[src/rtl/ecc_secded_dec_stat.sv]
// ecc_secded_dec_stat: extended-Hamming SECDED decoder with correction statistics.
// Pipeline stages: capture -> syndrome/parity -> correct/extract.
// Optional build macro ECC_SECDED_ERR_INJECT_EN adds an inj_mask input that is
// XORed into the received symbol at capture.
module ecc_secded_dec_stat #(
    parameter int DAT_WIDTH = 33,
    parameter int CNT_WIDTH = 16,
    // Smallest r with 2^r >= DAT_WIDTH+r+1 (valid for DAT_WIDTH 4..120), plus overall parity.
    localparam int PAR_WIDTH = ((2**3 >= DAT_WIDTH + 4) ? 3 :
                                (2**4 >= DAT_WIDTH + 5) ? 4 :
                                (2**5 >= DAT_WIDTH + 6) ? 5 :
                                (2**6 >= DAT_WIDTH + 7) ? 6 : 7) + 1,
    localparam int SYM_WIDTH = DAT_WIDTH + PAR_WIDTH
) (
    input  logic                 clk,
    input  logic                 arst,
    input  logic                 din_valid,
    input  logic [SYM_WIDTH-1:0] din,
`ifdef ECC_SECDED_ERR_INJECT_EN
    input  logic [SYM_WIDTH-1:0] inj_mask,
`endif
    output logic                 dout_valid,
    output logic [DAT_WIDTH-1:0] dout,
    output logic                 dout_err,
    output logic                 dout_fail,
    input  logic                 cnt_clear,
    output logic [CNT_WIDTH-1:0] corr_cnt,
    output logic [CNT_WIDTH-1:0] fail_cnt
);

    localparam int SYN_WIDTH = PAR_WIDTH - 1;
    localparam logic [SYN_WIDTH-1:0] MAX_IDX = SYN_WIDTH'(SYM_WIDTH - 1);
    localparam logic [CNT_WIDTH-1:0] CNT_ONE = CNT_WIDTH'(1);

    logic [SYM_WIDTH-1:0] din_cap;
    logic                 s1_valid;
    logic [SYM_WIDTH-1:0] s1_sym;
    logic [SYN_WIDTH-1:0] syn_c;
    logic                 par_c;
    logic                 s2_valid;
    logic [SYM_WIDTH-1:0] s2_sym;
    logic [SYN_WIDTH-1:0] s2_syn;
    logic                 s2_par;
    logic                 clean_c;
    logic                 single_c;
    logic                 fail_c;
    logic [SYM_WIDTH-1:0] flip_c;
    logic [SYM_WIDTH-1:0] corr_sym_c;
    logic [DAT_WIDTH-1:0] data_c;

`ifdef ECC_SECDED_ERR_INJECT_EN
    assign din_cap = din ^ inj_mask;
`else
    assign din_cap = din;
`endif

    // Stage 1: capture the received symbol.
    always_ff @(posedge clk or posedge arst) begin
        if (arst) begin
            s1_valid <= 1'b0;
            s1_sym   <= '0;
        end else begin
            s1_valid <= din_valid;
            if (din_valid) begin
                s1_sym <= din_cap;
            end
        end
    end

    // Syndrome is the XOR of the indices of all set bits above the overall-parity bit.
    always_comb begin
        syn_c = '0;
        for (int i = 1; i < SYM_WIDTH; i++) begin
            if (s1_sym[i]) begin
                syn_c = syn_c ^ SYN_WIDTH'(i);
            end
        end
        par_c = ^s1_sym;
    end

    // Stage 2: register syndrome and overall parity alongside the raw symbol.
    always_ff @(posedge clk or posedge arst) begin
        if (arst) begin
            s2_valid <= 1'b0;
            s2_sym   <= '0;
            s2_syn   <= '0;
            s2_par   <= 1'b0;
        end else begin
            s2_valid <= s1_valid;
            if (s1_valid) begin
                s2_sym <= s1_sym;
                s2_syn <= syn_c;
                s2_par <= par_c;
            end
        end
    end

    // Classify, flip the single bad bit if there is one, then pull payload bits out.
    // Uncorrectable symbols get no flip, so the raw payload bits pass through.
    always_comb begin
        int k;
        clean_c  = !s2_par && (s2_syn == '0);
        single_c = s2_par && (s2_syn <= MAX_IDX);
        fail_c   = !clean_c && !single_c;
        flip_c   = '0;
        for (int i = 0; i < SYM_WIDTH; i++) begin
            flip_c[i] = single_c && (s2_syn == SYN_WIDTH'(i));
        end
        corr_sym_c = s2_sym ^ flip_c;
        data_c     = '0;
        k          = 0;
        for (int i = 3; i < SYM_WIDTH; i++) begin
            if ((i & (i - 1)) != 0) begin
                data_c[k] = corr_sym_c[i];
                k         = k + 1;
            end
        end
    end

    // Stage 3: result registers; they hold their last value across bubbles.
    always_ff @(posedge clk or posedge arst) begin
        if (arst) begin
            dout_valid <= 1'b0;
            dout       <= '0;
            dout_err   <= 1'b0;
            dout_fail  <= 1'b0;
        end else begin
            dout_valid <= s2_valid;
            if (s2_valid) begin
                dout      <= data_c;
                dout_err  <= !clean_c;
                dout_fail <= fail_c;
            end
        end
    end

    // Saturating statistics counters fed from the registered result; clear wins.
    always_ff @(posedge clk or posedge arst) begin
        if (arst) begin
            corr_cnt <= '0;
            fail_cnt <= '0;
        end else if (cnt_clear) begin
            corr_cnt <= '0;
            fail_cnt <= '0;
        end else if (dout_valid) begin
            if (dout_err && !dout_fail && (corr_cnt != '1)) begin
                corr_cnt <= corr_cnt + CNT_ONE;
            end
            if (dout_fail && (fail_cnt != '1)) begin
                fail_cnt <= fail_cnt + CNT_ONE;
            end
        end
    end

endmodule

[config.mk]
export PLATFORM = sky130hd
export DESIGN_NAME = ecc_secded_dec_stat
export DESIGN_NICKNAME = d
export VERILOG_FILES = /design/src/rtl/ecc_secded_dec_stat.sv
export SDC_FILE = /design/constraint.sdc
export NUM_CORES = 1
export LEC_CHECK = 0
export CAP_MARGIN = 15
export CORE_MARGIN = 3
export CORE_UTILIZATION = 56
export CTS_CLUSTER_SIZE = 16
export DETAILED_ROUTE_END_ITERATION = 8
export PLACE_DENSITY = 0.83
export SLEW_MARGIN = 0
export SYNTH_ARGS = -nofsm -noshare
export SYNTH_HDL_FRONTEND = slang
export SYNTH_SLANG_ARGS = --single-unit
[constraint.sdc]
create_clock -name clk -period 9.4 [get_ports clk]
set_input_delay 0.94 -clock clk [delete_from_list [all_inputs] [get_ports clk]]
set_output_delay 0.94 -clock clk [all_outputs]
set_load 0.005 [all_outputs]
==> results of run 1 <==
## state kept, by name (all words and copies together), names as in the netlist
signal      cells
s1_sym         40
s2_sym         33
s2_syn          6
dout_valid      1
dout_fail       1
dout_err        1
s1_valid        1
corr_cnt       16
s2_par          1
dout           33
fail_cnt       16
s2_valid        1
## worst paths after layout
check | from | to | slack (ns) | cells after the start
worst min register to register | dout[22]$_DFFE_PP0P_ | dout[22]$_DFFE_PP0P_ | 0.53 | 2
min in group asynchronous | arst | corr_cnt[6]$_DFFE_PP0P_ | 1.04 | 2
worst max-delay path | corr_cnt[3]$_DFFE_PP0P_ | corr_cnt[3] | 7.03 | 1
worst max register to register | s1_sym[37]$_DFFE_PP0P_ | s2_par$_DFFE_PP0P_ | 7.37 | 6
max in group asynchronous | arst | s2_valid$_DFF_PP0_ | 7.04 | 3
worst min-delay path | dout[22]$_DFFE_PP0P_ | dout[22]$_DFFE_PP0P_ | 0.53 | 2
## power groups by stage
stage / sequential (mW) / combinational, mW / clock (mW)
after floorplan: 0.808 / 0.399 / 0
after global placement: 0.852 / 0.513 / 0
after detailed placement: 0.858 / 0.530 / 0
after CTS: 0.848 / 0.542 / 0.752
after global routing: 0.863 / 0.584 / 0.784
final: 0.852 / 0.540 / 0.746
## cell type report
| type | count | area [µm²] |
|---|---|---|
| Clock buffer | 20 | 456.7 |
| Clock inverter | 12 | 198.9 |
| Fill cell | 811 | 3172 |
| Inverter | 1 | 8.758 |
| Multi-Input combinational cell | 443 | 3224 |
| Sequential cell | 150 | 3755 |
| Tap cell | 168 | 210.2 |
| Timing Repair Buffer | 114 | 1136 |
## placed cells by master, fill, tap and decap left out, drive strengths merged, types with 6 or more instances in the layout
cell	Yosys	routed
dfrtp	150	150
clkbuf	18	20
clkdlybuf4s50	0	110
xor2	48	48
a21oi	44	44
and2	6	6
nand4	8	8
nand2	23	23
xnor2	79	79
nand3	20	20
mux2	76	76
and3	6	6
nor2	84	84
## layer usage
metal,up-vias,GRT usage [%],part of all wire [%]
met1,2525,29.69,42
met2,186,39.23,51
met5,-,0,0
met4,0,7.603,1.7
li1,2320,-,-
met3,25,5.407,5.9
## logic make-up after synthesis
| family | count (synthesis) | share of synthesized area [%] |
|---|---|---|
| muxes | 78 | 12.38 |
| and+or+nand+nor | 177 | 11.85 |
| xor gates and xnor gates | 129 | 16.48 |
| DFF | 150 | 53.05 |
| AOI/OAI and AO/OA | 57 | 4.509 |
| adders and majority gates | 2 | 0.3536 |
| buffers and inverters | 26 | 1.379 |
## stage by stage
stage,instances,hold WS (ns),instance area [µm²]
CTS,907,0.5315,8975
detailed placement,875,0.5186,8319
global placement,875,0.5098,8319
floorplan,619,0.3519,7076
finish,908,0.5258,8990
global route,908,0.5457,8990
==> out/summary.md, run 1 <==
## Setup path
• **Slowest-stage cell, CP** sky130_fd_sc_hd__clkdlybuf4s50_1
• **worst-path maximum fanout** 7
• **critical path arrival** 1.43 ns
• **required time of the critical path** 8.46 ns
• **classification of the worst setup path** reg -> out
• **worst path bufs/invs** 1
• **CP cell instances** clkdlybuf4s50_1
• **Critical Path Source Type** register
• **endpoint class of the critical path** primary output
• **top cell family by delay on the critical path** buffers and inverters
• **peak per-stage delay on the critical path** 0.55 ns

## Logic synthesis
• **top cells by count, synth** sky130_fd_sc_hd__dfrtp_1, sky130_fd_sc_hd__nor2_1, sky130_fd_sc_hd__xnor2_1
• **leading cell types by total area after synthesis** sky130_fd_sc_hd__dfrtp_1, sky130_fd_sc_hd__mux2_2, sky130_fd_sc_hd__xnor2_1, sky130_fd_sc_hd__xor2_1, sky130_fd_sc_hd__nor2_1
• **Distinct cells, synth** 36
• **Async S/R FF share, synth** 100.0%
• **Syn. warnings** 0
• **per-instance average area after synthesis** 11.43 µm²
• **Synthesized Nets** 665
• **synthesized instance count** 619
• **cell type with the highest aggregate area in the netlist** sky130_fd_sc_hd__dfrtp_1
• **Post-synth EDFFs** 0
• **post-synthesis register bit count** 150
• **fraction of synthesized cell area taken by the top area cell type** 53.05%
• **proportion of synthesized chip area in sequential cells** 53.05%
• **total standard cell area after synthesis** 7076 µm²
• **ys flop type** sky130_fd_sc_hd__dfrtp_1
• **most common cell in the synthesized netlist** sky130_fd_sc_hd__dfrtp_1

## Power
• **Total Power Consumption** 2.138 mW
• **VDD IR max** 0.0001507 V
• **clock network fraction of total power** 34.9%
• **Combinational Power Share** 25.2%
• **Sequential Power Share** 39.8%
• **fraction of power spent switching nets** 28.81%
• **internal power of the cells** 1.522 mW
• **leakage** 3.606 nW
• **Pwr Density** 237.8 nW/µm²
• **net switching power of the design** 0.6159 mW

## Clock network
• **deepest level of the CTS H-tree** 4
• **CTS sink cnt** 150
• **quantity of hold-fixing buffers added after cts** 0
• **CTS tree** built
• **root buffer cell** sky130_fd_sc_hd__clkbuf_16
• **count of cells resized by post-cts repair** 0
• **Clock Latency Late Sink** 0.42 ns
• **clock input transition at the sequential cells of the worst setup and hold paths** 0.06 ns
• **total setup buffers inserted after CTS** 0
• **number of buffers created by CTS** 17
• **clock tree buffer depth** 2

## Route
• **DRC violation total after the first TritonRoute iteration** 527
• **remaining number of nets flagged by the antenna check after routing** 0
• **number of vias per cell** 5.568
• **routed wire length** 15590 µm
• **total via count in the routed design** 5056
• **Initial DRT Pass Iterations** 5
• **Wirelength per Cell** 17.17 µm
• **# DRC** 0

## Worst hold path
• **Hold Crit Class** reg -> reg

## Final layout
• **layout overhead on the synthesized area** 27.06%
• **count of antenna diodes in the layout** 0
• **# nets final** 773
• **layout cell share with drive strength beyond 1** 15.81%
• **post-route core utilization** 73.92%

## GRT
• **number of antenna violations at the first check in global routing** 0
• **gr usage total** 23.21%
• **via count of the first global-routing pass** 5193
• **total gr overflow** 0
• **wire length of the first global-routing pass** 26040 µm
• **pin count of the biggest net entering global routing** 86

## Die
• **# IOs** 112
• **initial core utilization** 58.18%
• **DIE WIDTH** 118.4 µm
• **die footprint** 14020 µm²
• **Std-Cell Core Area** 12160 µm²
• **Row Count** 40
• **Die H** 118.4 µm

## Timing
• **total count of max-transition violations in the final report** 0
• **pin slew with the least headroom to its limit** 1.054 ns
• **final setup TNS** 0 ns
• **min cycle time layout** 2.368 ns
• **crit share post-route** 25.19%
• **Worst Setup Slack, final** 7.032 ns
• **Relative slew margins** 29.74%
• **RSZ-0062 raised after global routing** no
• **total setup violations reported at the end of the flow** 0
• **final setup skew** 0.008919 ns
• **Final Hold Vio Count** 0
• **Highest Clock Rate** 422.3 MHz

## Placement
• **RePlAce Congestion** 0.8660
• **estimated wirelength of the detail-placed design** 10950 µm
• **number of buffers added on ports** 111
• **Placement Setup Slack** 6.488 ns

## Status
• **run status** finished clean

## Job
• **Max Cap Violations** 0

Power figures use the tool's default switching activity.
==> inputs of run 2 (changes only) <==
CORE_UTILIZATION = 54   (was 56)
PLACE_DENSITY = 0.8   (was 0.83)
clock period = 2.2 ns   (was 9.4 ns; I/O delays follow)
==> out/summary.md, run 2 (synthesis results as in run 1) <==
## Timing
• **pin slew with the least headroom to its limit** 0.5338 ns
• **total setup violations reported at the end of the flow** 0
• **Final Hold Vio Count** 0
• **Highest Clock Rate** 483.6 MHz
• **crit share post-route** 93.98%
• **RSZ-0062 raised after global routing** no
• **final setup skew** 0.02135 ns
• **final setup TNS** 0 ns
• **Relative slew margins** 64.41%
• **min cycle time layout** 2.068 ns
• **total count of max-transition violations in the final report** 0

## Job
• **Max Cap Violations** 0

## Clock network
• **root buffer cell** sky130_fd_sc_hd__clkbuf_16
• **total setup buffers inserted after CTS** 0
• **count of cells resized by post-cts repair** 0
• **quantity of hold-fixing buffers added after cts** 0
• **CTS sink cnt** 150
• **Clock Latency Late Sink** 0.43 ns
• **deepest level of the CTS H-tree** 4
• **number of buffers created by CTS** 17
• **CTS tree** built
• **clock input transition at the sequential cells of the worst setup and hold paths** 0.06 ns
• **clock tree buffer depth** 2

## Route
• **routed wire length** 15300 µm
• **total via count in the routed design** 4885
• **number of vias per cell** 5.333
• **# DRC** 1
• **Initial DRT Pass Iterations** 6
• **DRC violation total after the first TritonRoute iteration** 314
• **Wirelength per Cell** 16.70 µm
• **remaining number of nets flagged by the antenna check after routing** 0

## Final layout
• **count of antenna diodes in the layout** 0
• **Most flops, register** s1_sym
• **# nets final** 778
• **register cell area after layout** 3755 µm²
• **layout overhead on the synthesized area** 27.94%
• **top flop regs** s1_sym: 40 flops, dout: 33 flops, s2_sym: 33 flops
• **area of combinational cells with multiple inputs** 3224 µm²
• **commonest non-fill, non-tap cell in the layout** sky130_fd_sc_hd__dfrtp_1
• **most frequent cells in the layout** sky130_fd_sc_hd__dfrtp_1, sky130_fd_sc_hd__clkdlybuf4s50_1, sky130_fd_sc_hd__nor2_1
• **layout cell share with drive strength beyond 1** 16.40%
• **final-layout fill cell count** 940
• **number of flip-flops in the largest register** 40

## Setup path
• **Critical Path Source Type** register
• **critical path arrival** 2.36 ns
• **required time of the critical path** 2.50 ns
• **worst-path maximum fanout** 5
• **classification of the worst setup path** reg -> reg
• **endpoint class of the critical path** register

## Die
• **initial core utilization** 55.62%
• **die footprint** 14510 µm²
• **DIE WIDTH** 120.5 µm
• **Die H** 120.5 µm
• **Std-Cell Core Area** 12720 µm²
• **# IOs** 112
• **Row Count** 41

## GRT
• **pin count of the biggest net entering global routing** 50
• **via count of the first global-routing pass** 5069
• **wire length of the first global-routing pass** 25540 µm
• **number of antenna violations at the first check in global routing** 0
• **gr usage total** 22.37%
• **total gr overflow** 0

## Power
• **Total Power Consumption** 9.028 mW
• **Pwr Density** 997.3 nW/µm²
• **VDD IR max** 0.0007807 V
• **leakage** 3.621 nW

## Placement
• **RePlAce Congestion** 0.8181
• **number of buffers added on ports** 111
• **estimated wirelength of the detail-placed design** 11200 µm

## Status
• **run status** finished with violations
• **failing checks** design-rule violations

## Worst hold path
• **Hold Crit Class** in -> async

[run 2: through the flow]
step	hold slack (ns)	instances	utilization, %	setup WS [ns]	cell area (µm²)
3_3_place_gp	0.5035	885	66.17	0.3611	8418
2_1_floorplan	0.2514	619	-	0.09103	7079
4_1_cts	0.1883	916	71.15	0.1344	9052
3_5_place_dp	0.5152	885	66.17	0.1387	8418
6_report	0.1883	916	71.15	0.1324	9052
5_1_grt	0.2240	916	71.15	0.03392	9052
[run 2: path summary, 6_finish.rpt]
path,from,end,slack [ns],cells past startpoint
max,corr_cnt[11]$_DFFE_PP0P_,corr_cnt[13]$_DFFE_PP0P_,0.13,6
min,arst,corr_cnt[6]$_DFFE_PP0P_,0.19,2
max in group asynchronous,arst,s1_sym[18]$_DFFE_PP0P_,1.41,3
max reg2reg,corr_cnt[11]$_DFFE_PP0P_,corr_cnt[13]$_DFFE_PP0P_,0.13,6
min reg2reg,dout[8]$_DFFE_PP0P_,dout[8]$_DFFE_PP0P_,0.53,2
min in group clk,din_valid,s1_valid$_DFF_PP0_,0.31,2
[run 2: layer usage]
layer / up-vias / global-route usage (%) / share of wire (%)
met5: - / 0 / 0
met4: 0 / 6.941 / 1.5
met3: 14 / 6.174 / 5.7
met2: 144 / 36.43 / 49
met1: 2390 / 29.39 / 44
li1: 2337 / - / -
[run 2: power breakdown]
group          switching [mW]  internal, mW  total, mW  leakage [nW]
Combinational            1.01          1.30       2.31          1.52
Clock                    1.11          1.99       3.10         0.301
Sequential              0.468          3.14       3.61          1.80
Total                    2.59          6.44       9.03          3.62
[run 2: worst max-delay path, stage by stage, from the launching register on]
cell                        delay [ns]
sky130_fd_sc_hd__dfrtp_1          0.42
sky130_fd_sc_hd__and4_1           0.26
sky130_fd_sc_hd__and3_1           0.24
sky130_fd_sc_hd__a2111oi_2        0.52
sky130_fd_sc_hd__nand4_1          0.21
sky130_fd_sc_hd__xor2_1           0.22
sky130_fd_sc_hd__nor2_1           0.06
[run 2: cell type report]
class | count | area share [%]
clock inverter | 14 | 2.308
clock buffer | 17 | 4.699
tap | 172 | 2.377
inverter | 1 | 0.08293
sequential | 150 | 41.48
multi-input combinational | 443 | 35.62
timing repair buffer | 119 | 13.43
